**src/rtl/mul_share_ctrl.sv**
```systemverilog
// mul_share_ctrl
//   Sequencer and round-robin arbiter that lets two requesters share one
//   repeated-addition multiplier datapath (A/B/P registers, B down-counter,
//   eqz flag). The winner's operands are captured at the grant edge and then
//   pushed onto the shared data bus. The controller runs the add/decrement
//   loop, then returns the product with a one-cycle done pulse.
//
// Ports
//   clk, rst          : rising-edge clock, synchronous active-high reset
//   req0/a0/b0        : requester 0 request level and operands
//   req1/a1/b1        : requester 1 request level and operands
//   gnt0/gnt1         : requester owns the datapath (LDA through DONE)
//   done0/done1       : one-cycle completion pulse for the owner
//   result            : product of the last completed operation (registered)
//   data_bus          : datapath data_in bus, zero outside LDA/LDB
//   LdA/LdB/LdP/clrP/decB : datapath strobes
//   eqz               : datapath B == 0 (combinational)
//   p_in              : datapath P register value
module mul_share_ctrl #(
  parameter int WIDTH = 16
) (
  input  logic             clk,
  input  logic             rst,
  input  logic             req0,
  input  logic [WIDTH-1:0] a0,
  input  logic [WIDTH-1:0] b0,
  input  logic             req1,
  input  logic [WIDTH-1:0] a1,
  input  logic [WIDTH-1:0] b1,
  output logic             gnt0,
  output logic             gnt1,
  output logic             done0,
  output logic             done1,
  output logic [WIDTH-1:0] result,
  output logic [WIDTH-1:0] data_bus,
  output logic             LdA,
  output logic             LdB,
  output logic             LdP,
  output logic             clrP,
  output logic             decB,
  input  logic             eqz,
  input  logic [WIDTH-1:0] p_in
);

  typedef enum logic [2:0] {
    IDLE,
    LDA,
    LDB,
    RUN,
    DONE
  } state_t;

  state_t           state;
  state_t           next_state;
  logic             owner;      // requester holding the datapath (0 or 1)
  logic             last_gnt;   // requester served most recently
  logic             grant;
  logic             grant_sel;
  logic [WIDTH-1:0] op_a;
  logic [WIDTH-1:0] op_b;

  // State register plus the grant-time captures. The owner, the round-robin
  // pointer and the operands change only on the IDLE grant edge, so later
  // changes on a*/b* cannot disturb an operation in flight. The result takes
  // P on the edge leaving DONE and holds it until the next DONE.
  always_ff @(posedge clk) begin
    if (rst) begin
      state    <= IDLE;
      owner    <= 1'b0;
      last_gnt <= 1'b1;
      op_a     <= '0;
      op_b     <= '0;
      result   <= '0;
    end else begin
      state <= next_state;
      if (grant) begin
        owner    <= grant_sel;
        last_gnt <= grant_sel;
        op_a     <= grant_sel ? a1 : a0;
        op_b     <= grant_sel ? b1 : b0;
      end
      if (state == DONE) begin
        result <= p_in;
      end
    end
  end

  // Next-state and strobe decode. With both requests high, the requester
  // that was not served last wins. This gives strict alternation under
  // continuous load.
  always_comb begin
    next_state = state;
    grant      = 1'b0;
    grant_sel  = 1'b0;
    data_bus   = '0;
    LdA        = 1'b0;
    LdB        = 1'b0;
    LdP        = 1'b0;
    clrP       = 1'b0;
    decB       = 1'b0;
    case (state)
      IDLE: begin
        if (req0 || req1) begin
          grant      = 1'b1;
          grant_sel  = (req0 && req1) ? ~last_gnt : req1;
          next_state = LDA;
        end
      end
      LDA: begin
        data_bus   = op_a;
        LdA        = 1'b1;
        next_state = LDB;
      end
      LDB: begin
        data_bus   = op_b;
        LdB        = 1'b1;
        clrP       = 1'b1;
        next_state = RUN;
      end
      RUN: begin
        if (eqz) begin
          next_state = DONE;
        end else begin
          LdP  = 1'b1;
          decB = 1'b1;
        end
      end
      DONE: begin
        next_state = IDLE;
      end
      default: begin
        next_state = IDLE;
      end
    endcase
  end

  // Grant and done come straight from state and owner. As a result, reset
  // (which forces IDLE) clears them on the following cycle.
  assign gnt0  = (state != IDLE) && !owner;
  assign gnt1  = (state != IDLE) &&  owner;
  assign done0 = (state == DONE) && !owner;
  assign done1 = (state == DONE) &&  owner;

endmodule

```
**config.mk**
```make
export PLATFORM = sky130hd
export DESIGN_NAME = mul_share_ctrl
export DESIGN_NICKNAME = d
export VERILOG_FILES = /design/src/rtl/mul_share_ctrl.sv
export SDC_FILE = /design/constraint.sdc
export NUM_CORES = 1
export LEC_CHECK = 0
export CAP_MARGIN = 0
export CORE_ASPECT_RATIO = 0.9
export CORE_MARGIN = 5
export CORE_UTILIZATION = 44
export CTS_BUF_LIST = sky130_fd_sc_hd__clkbuf_16
export DETAILED_ROUTE_END_ITERATION = 8
export PLACE_DENSITY = 0.85
export SETUP_SLACK_MARGIN = 0.3
export SYNTH_ARGS = -nofsm -noshare
export SYNTH_HDL_FRONTEND = slang
export SYNTH_SLANG_ARGS = --single-unit
```
**constraint.sdc**
```tcl
create_clock -name clk -period 2.5 [get_ports clk]
set_input_delay 0.25 -clock clk [delete_from_list [all_inputs] [get_ports clk]]
set_output_delay 0.25 -clock clk [all_outputs]
set_load 0.05 [all_outputs]
```
==> impl_metrics.py, run 1 <==
metrics = {
    "status": {
        "run_status": "finished clean",
    },
    "synth": {
        "synth_flop_cell": "dfxtp_1",
        "synth_top_cells_by_count": "53 x dfxtp_1, 53 x nor2_1, 34 x a21oi_1",
        "ys.warnings.count": 0,
        "postSynthNetCount": 371,
        "mean_area_per_synthesized_cell_um2": 9.32,
        "mappedNetlistArea_mm2": 0.00267,
        "postSynthRegisterBits": 53,
        "synth.top_cell.area_share_pct": 39.8,
        "synthCells": 286,
        "dominant_cell_type_by_area_after_synthesis": "dfxtp_1",
        "synth-seq-area-share_pct": 39.8,
        "async_flop_share_pct": 0,
        "synth-edff-count": 0,
        "yosys.cell_types.count": 29,
        "ys_top_cells_by_area": "dfxtp_1 40%, o32ai_2 18%, nor2_1 7.5%",
    },
    "detailed_routing": {
        "post_drt_via_cell_ratio": 5.38,
        "drt_first_pass_iters": 4,
        "finalWirelength_mm": 8.30,
        "drc": 0,
        "wire_per_inst_um": 17.6,
        "num_vias": 2535,
        "route.antenna.remaining_nets": 0,
        "drt_first_iter_violations": 159,
    },
    "global_route": {
        "grt_start_max_net_pins": 36,
        "grt_pass1_wl_mm": 13.5,
        "first_global_vias": 2667,
        "overflow": 0,
        "groute.usage.overall_pct": 21.5,
        "number_of_antenna_violations_at_the_first_check_in_global_routing": 0,
    },
    "die": {
        "die_w_um": 92.1,
        "floorplan.initialDensity_pct": 46.0,
        "io_pins": 126,
        "dieHeight_um": 83.9,
        "coreArea_mm2": 0.00579,
        "rows": 26,
        "die-area_mm2": 0.00772,
    },
    "layout": {
        "final_cell_area_mm2": 0.00433,
        "n_antenna_cell": 0,
        "area_occupied_by_multi_input_gates_mm2": 0.00137,
        "layout-drive-gt1-share_pct": 18.5,
        "fillerInstances": 403,
        "seq_area_mm2": 0.00106,
        "num-nets-final": 485,
        "synthToLayoutAreaGrowth_pct": 62.3,
    },
    "cts": {
        "cts_made_buffers": 5,
        "clock_sink_count": 53,
        "clk_pin_slew_worst_paths_ns": 0.06,
        "cts.repair_timing.setup_buffer_count": 0,
        "cts_root_buf": "clkbuf_16",
        "htree_num_levels": 2,
        "cts.path.max_buffers": 2,
        "cts_tree": "done",
        "clock_latency_ns": 0.29,
    },
    "sta": {
        "min_period_ns": 2.12,
        "rsz0062_at_grt": "yes",
        "setup_ws_ns": 0.383,
        "max_slew_headroom_pct": 55.5,
        "hold_violations": 0,
        "final.hold.worst_slack_ns": 0.459,
        "tightest_slew_ns": 0.667,
        "final.setup.tns_ns": 0,
        "final-setup-viol-count": 0,
        "period_share_pct": 84.7,
        "maxSlewViolCount": 0,
        "achievable-frequency_mhz": 472,
        "fin_worst_skew_ns": 0.00559,
    },
    "run": {
        "cap_viol_max_count": 0,
    },
    "power_and_ir_drop": {
        "switching_share_pct": 30.7,
        "cellInternalPower_w": 0.00165,
        "static-leakage-power_nw": 1.62,
        "worst_ir_drop_vdd_v": 0.000414,
        "share_clk_of_total_power_pct": 27.8,
        "p_seq_share_pct": 40.4,
        "pwr-share-comb_pct": 31.8,
        "pnr_total_power_w": 0.00238,
        "power-per-cell-area_mw_per_mm2": 550,
        "p_sw_w": 0.000730,
    },
    "critical_path": {
        "cell_breakdown_of_the_critical_path": "nor3_4 -> nor2_1 -> clkdlybuf4s50_1",
        "crit_type": "flip-flop to primary output",
        "slowest_delay_ns": 0.82,
        "crit_arrival_ns": 1.87,
        "timing.critical_path.required_ns": 2.25,
        "crit_path_top_delay_cell": "clkdlybuf4s50_1",
        "startpoint_type": "flip-flop",
        "crit_fanout": 11,
        "crit_path_end_kind": "primary output",
    },
    "placement": {
        "io_buffer_count": 125,
        "gpl_wtd_cong": 0.767,
        "detailedPlace.worstSlack_ns": 0.306,
        "dpl.hpwl_mm": 5.98,
        "detailed_place.area_mm2": 0.00418,
    },
    "min_path": {
        "worst_hold_path_type": "flip-flop to flip-flop",
    },
}
-- cells by family (layout without fill, tap and decap cells) --
kind of cell    Yosys count  in the layout  share of synthesized area, %
simple gates             69             69                          11.5
compound gates           90             90                          32.8
flops                    53             53                          39.8
buf+inv                  58            173                          9.95
mux                      16             16                          6.01
-- metrics by stage --
step / instances / util [%]
floorplan: 286 / -
global placement: 463 / 72.1
detailed placement: 463 / 72.1
CTS: 471 / 74.6
global route: 471 / 74.7
finish: 471 / 74.7
-- worst paths after layout --
check / startpoint / endpoint / slack (ns) / cells after the start
hold / removal: op_a[5]$_SDFFE_PP0P_ / op_a[5]$_SDFFE_PP0P_ / 0.46 / 2
setup reg to reg: state[2]$_SDFFE_PP0P_ / op_a[13]$_SDFFE_PP0P_ / 0.69 / 4
setup / recovery: state[1]$_SDFFE_PP0P_ / gnt0 / 0.38 / 3
hold reg to reg: op_a[5]$_SDFFE_PP0P_ / op_a[5]$_SDFFE_PP0P_ / 0.46 / 2
-- area by class of cell --
type	count	share of cell area, %
sequential	53	24.5
inverter	32	2.78
timing repair buffer	133	35.7
tap	70	2.02
clock inverter	3	0.405
multi-input combinational	175	31.6
clock buffer	5	2.89
-- critical path: cells and delay by family, from the launching register on --
family                 cells  cell delay (ns)
buffers and inverters      1             0.82
AND/OR/NAND/NOR            2             0.18
flip-flops                 1             0.57
-- per-layer routing --
layer  global-route usage [%]  wire length, µm
met4                     8.64              220
met3                     5.23              567
met2                     37.4             4200
met1                     25.2             3320
met5                        0                0
-- sequential cells by signal, summed over array words and instances (netlist names) --
signal / flops
last_gnt: 1
op_a: 16
op_b: 16
owner: 1
result: 16
state: 3
-- placed cells by master (no fill, tap or decap), types with 3 or more instances in the layout --
cell type / netlist / final
and2_1: 3 / 3
buf_4: 5 / 6
inv_1: 32 / 32
clkdlybuf4s50_1: 0 / 101
nor2_1: 53 / 53
dfxtp_1: 53 / 53
a22o_1: 16 / 16
mux2i_1: 16 / 16
o21ai_0: 3 / 3
o32ai_2: 30 / 30
buf_12: 0 / 23
a21oi_1: 34 / 34
clkbuf_16: 0 / 5
-- power groups by stage --
stage | combinational [W] | clock, W | sequential [W]
3_3_place_gp | 0.000743 | 0 | 0.000973
6_report | 0.000757 | 0.000662 | 0.000961
4_1_cts | 0.000759 | 0.000684 | 0.000958
5_1_grt | 0.000798 | 0.000720 | 0.000968
2_1_floorplan | 0.000432 | 0 | 0.000962
3_5_place_dp | 0.000756 | 0 | 0.000975
-- what timing repair did --
item                       CTS  global route
pin swaps                    0             0
setup endpoints to repair    3             2
hold buffers                 0             0
resized for setup            2             2
(Power assumes the default switching activity.)
==> run 2: changes to the inputs <==
--- a/config.mk
+++ b/config.mk
@@ -8,10 +8,10 @@
 export CAP_MARGIN = 0
 export CORE_ASPECT_RATIO = 0.9
 export CORE_MARGIN = 5
-export CORE_UTILIZATION = 44
+export CORE_UTILIZATION = 37
 export CTS_BUF_LIST = sky130_fd_sc_hd__clkbuf_16
 export DETAILED_ROUTE_END_ITERATION = 8
-export PLACE_DENSITY = 0.85
+export PLACE_DENSITY = 0.76
 export SETUP_SLACK_MARGIN = 0.3
 export SYNTH_ARGS = -nofsm -noshare
 export SYNTH_HDL_FRONTEND = slang
==> constraint.sdc (replaced) <==
create_clock -name clk -period 1.8 [get_ports clk]
set_input_delay 0.18 -clock clk [delete_from_list [all_inputs] [get_ports clk]]
set_output_delay 0.18 -clock clk [all_outputs]
set_load 0.05 [all_outputs]
==> run 2 against run 1 <==
Compared with the run above: final area increased by 23%; sequential share of layout area decreased by 4.4 points; via count increased by 12%; total power increased by 62%; die area increased by 17%; critical path depth increased by 2; highest routed layer unchanged; routed wire length increased by 28%; clock skew increased by 0.0014 ns; count of clock-buffer cells in the layout unchanged; worst setup slack got worse by 0.33 ns; register-to-register slack got worse by 0.64 ns; core utilization increased by 0.59 points.
==> impl_metrics.py, run 2 (synthesis results as in run 1) <==
metrics = {
    "sta": {
        "achievable-frequency_mhz": 572,
        "final-setup-viol-count": 0,
        "fin_worst_skew_ns": 0.00700,
        "tightest_slew_ns": 0.522,
        "setup_ws_ns": 0.0516,
        "period_share_pct": 97.1,
        "max_slew_headroom_pct": 65.4,
        "hold_violations": 0,
        "rsz0062_at_grt": "yes",
        "maxSlewViolCount": 0,
        "min_period_ns": 1.75,
    },
    "detailed_routing": {
        "route.antenna.remaining_nets": 0,
        "drt_first_iter_violations": 158,
        "finalWirelength_mm": 10.7,
        "post_drt_via_cell_ratio": 5.28,
        "wire_per_inst_um": 19.8,
        "drt_first_pass_iters": 4,
        "drc": 0,
        "num_vias": 2846,
    },
    "min_path": {
        "worst_hold_path_type": "flip-flop to flip-flop",
    },
    "cts": {
        "hold_bufs_at_cts": 0,
        "clock_sink_count": 53,
        "htree_num_levels": 2,
        "clock_latency_ns": 0.29,
        "cts_root_buf": "clkbuf_16",
        "cts_made_buffers": 5,
        "clk_pin_slew_worst_paths_ns": 0.07,
        "cts_tree": "done",
        "cts.path.max_buffers": 2,
    },
    "critical_path": {
        "startpoint_type": "flip-flop",
        "crit_type": "flip-flop to flip-flop",
        "crit_arrival_ns": 1.94,
        "worst-r2r-setup-slack_ns": 0.05,
        "crit_fanout": 8,
        "timing.critical_path.required_ns": 1.99,
        "crit_path_end_kind": "flip-flop",
    },
    "die": {
        "rows": 29,
        "die-area_mm2": 0.00901,
        "io_pins": 126,
        "coreArea_mm2": 0.00704,
        "die_w_um": 99.5,
        "floorplan.initialDensity_pct": 37.9,
        "dieHeight_um": 90.5,
    },
    "global_route": {
        "number_of_antenna_violations_at_the_first_check_in_global_routing": 1,
        "grt_pass1_wl_mm": 16.1,
        "first_global_vias": 3082,
        "overflow": 0,
        "grt_start_max_net_pins": 26,
        "groute.usage.overall_pct": 22.4,
    },
    "placement": {
        "gpl_wtd_cong": 0.748,
        "io_buffer_count": 125,
        "numPlacedInstances": 498,
        "detailedPlace.worstSlack_ns": -0.221,
        "dpl.hpwl_mm": 5.95,
    },
    "layout": {
        "layout-drive-gt1-share_pct": 33.9,
        "top_regs": "op_a: 16 flops, op_b: 16 flops, result: 16 flops",
        "synthToLayoutAreaGrowth_pct": 98.8,
        "non_filler_cells_final": 539,
        "final_common_cell": "clkdlybuf4s50_1",
        "most_frequent_cells_in_the_layout": "84 x clkdlybuf4s50_1, 50 x dfxtp_1, 49 x nor2_1",
        "fillerInstances": 457,
        "num-nets-final": 529,
    },
    "power_and_ir_drop": {
        "worst_ir_drop_vdd_v": 0.000760,
        "power-per-cell-area_mw_per_mm2": 727,
        "share_clk_of_total_power_pct": 25.6,
        "cellInternalPower_w": 0.00260,
        "pwr-share-comb_pct": 39.5,
        "static-leakage-power_nw": 2.12,
        "p_seq_share_pct": 34.9,
        "switching_share_pct": 32.6,
        "p_sw_w": 0.00125,
    },
    "run": {
        "cap_viol_max_count": 0,
    },
    "status": {
        "run_status": "finished clean",
    },
}
run 2: cell count changes in the layout (fill, tap and decap cells not counted), sizes merged:
cell,before,now
dlygate4sd2,2,16
clkbuf,5,6
diode,0,1
clkinvlp,1,0
clkdlybuf4s50,101,84
dlymetal6s2s,1,0
inv,32,33
buf,29,76
run 2: critical path: stages (launching register included):
cell and delay, ns:
dfxtp_4 0.38, buf_6 0.12, or4b_4 0.61, buf_6 0.17
buf_16 0.14, o32ai_2 0.23
run 2: final cells by class:
type | instances | area, µm² | area share [%]
sequential | 53 | 1070 | 20.1
antenna | 1 | 2.50 | 0.0472
timing repair buffer | 177 | 2170 | 40.9
inverter | 32 | 120 | 2.27
clock buffer | 5 | 125 | 2.36
clock inverter | 3 | 21.3 | 0.401
multi-input combinational | 175 | 1680 | 31.7
tap | 93 | 116 | 2.19
run 2: what timing repair did:
| item | 4_1_cts | 5_1_grt |
|---|---|---|
| pin swaps | 37 | 25 |
| endpoints found under the hold margin | 0 | 0 |
| gates resized for setup | 78 | 20 |
| buffers inserted | 16 | 6 |
| setup endpoints to repair | 73 | 65 |
| gates cloned | 9 | 1 |
run 2: final timing paths:
check / startpoint / to / cells past startpoint
setup / recovery: state[0]$_SDFFE_PP0P_ / op_a[8]$_SDFFE_PP0P_ / 5
hold / removal: op_a[11]$_SDFFE_PP0P_ / op_a[11]$_SDFFE_PP0P_ / 2
setup reg to reg: state[0]$_SDFFE_PP0P_ / op_a[8]$_SDFFE_PP0P_ / 5
hold reg to reg: op_a[11]$_SDFFE_PP0P_ / op_a[11]$_SDFFE_PP0P_ / 2
run 2: layer usage:
layer	wire, µm	GRT usage, %	up-vias	share of wire [%]
met5	0	0	-	0
met3	711	4.94	21	6.7
li1	-	-	1334	-
met2	5410	39.0	120	51
met4	290	6.60	0	2.7
met1	4250	27.3	1371	40
run 2: through the flow:
| step | cell area (µm²) | TNS [ns] | util (%) | hold slack [ns] | total power (W) |
|---|---|---|---|---|---|
| final | 5300 | 0 | 75.3 | 0.487 | 0.00385 |
| after global routing | 5300 | 0 | 75.3 | 0.510 | 0.00399 |
| after CTS | 5090 | 0 | 72.3 | 0.486 | 0.00373 |
| after detailed placement | 4360 | -6.09 | 61.9 | 0.459 | 0.00245 |
| after global placement | 4360 | -4.49 | 61.9 | 0.444 | 0.00243 |
| after floorplan | 2750 | 0 | - | 0.290 | 0.00197 |
run 2: power by group through the flow:
stage                     Combinational, W  Clock [W]  Sequential, W
final                              0.00152   0.000985        0.00135
after global routing               0.00160    0.00104        0.00135
after CTS                          0.00140   0.000986        0.00134
after detailed placement           0.00110          0        0.00135
after global placement             0.00109          0        0.00134
after floorplan                   0.000629          0        0.00134
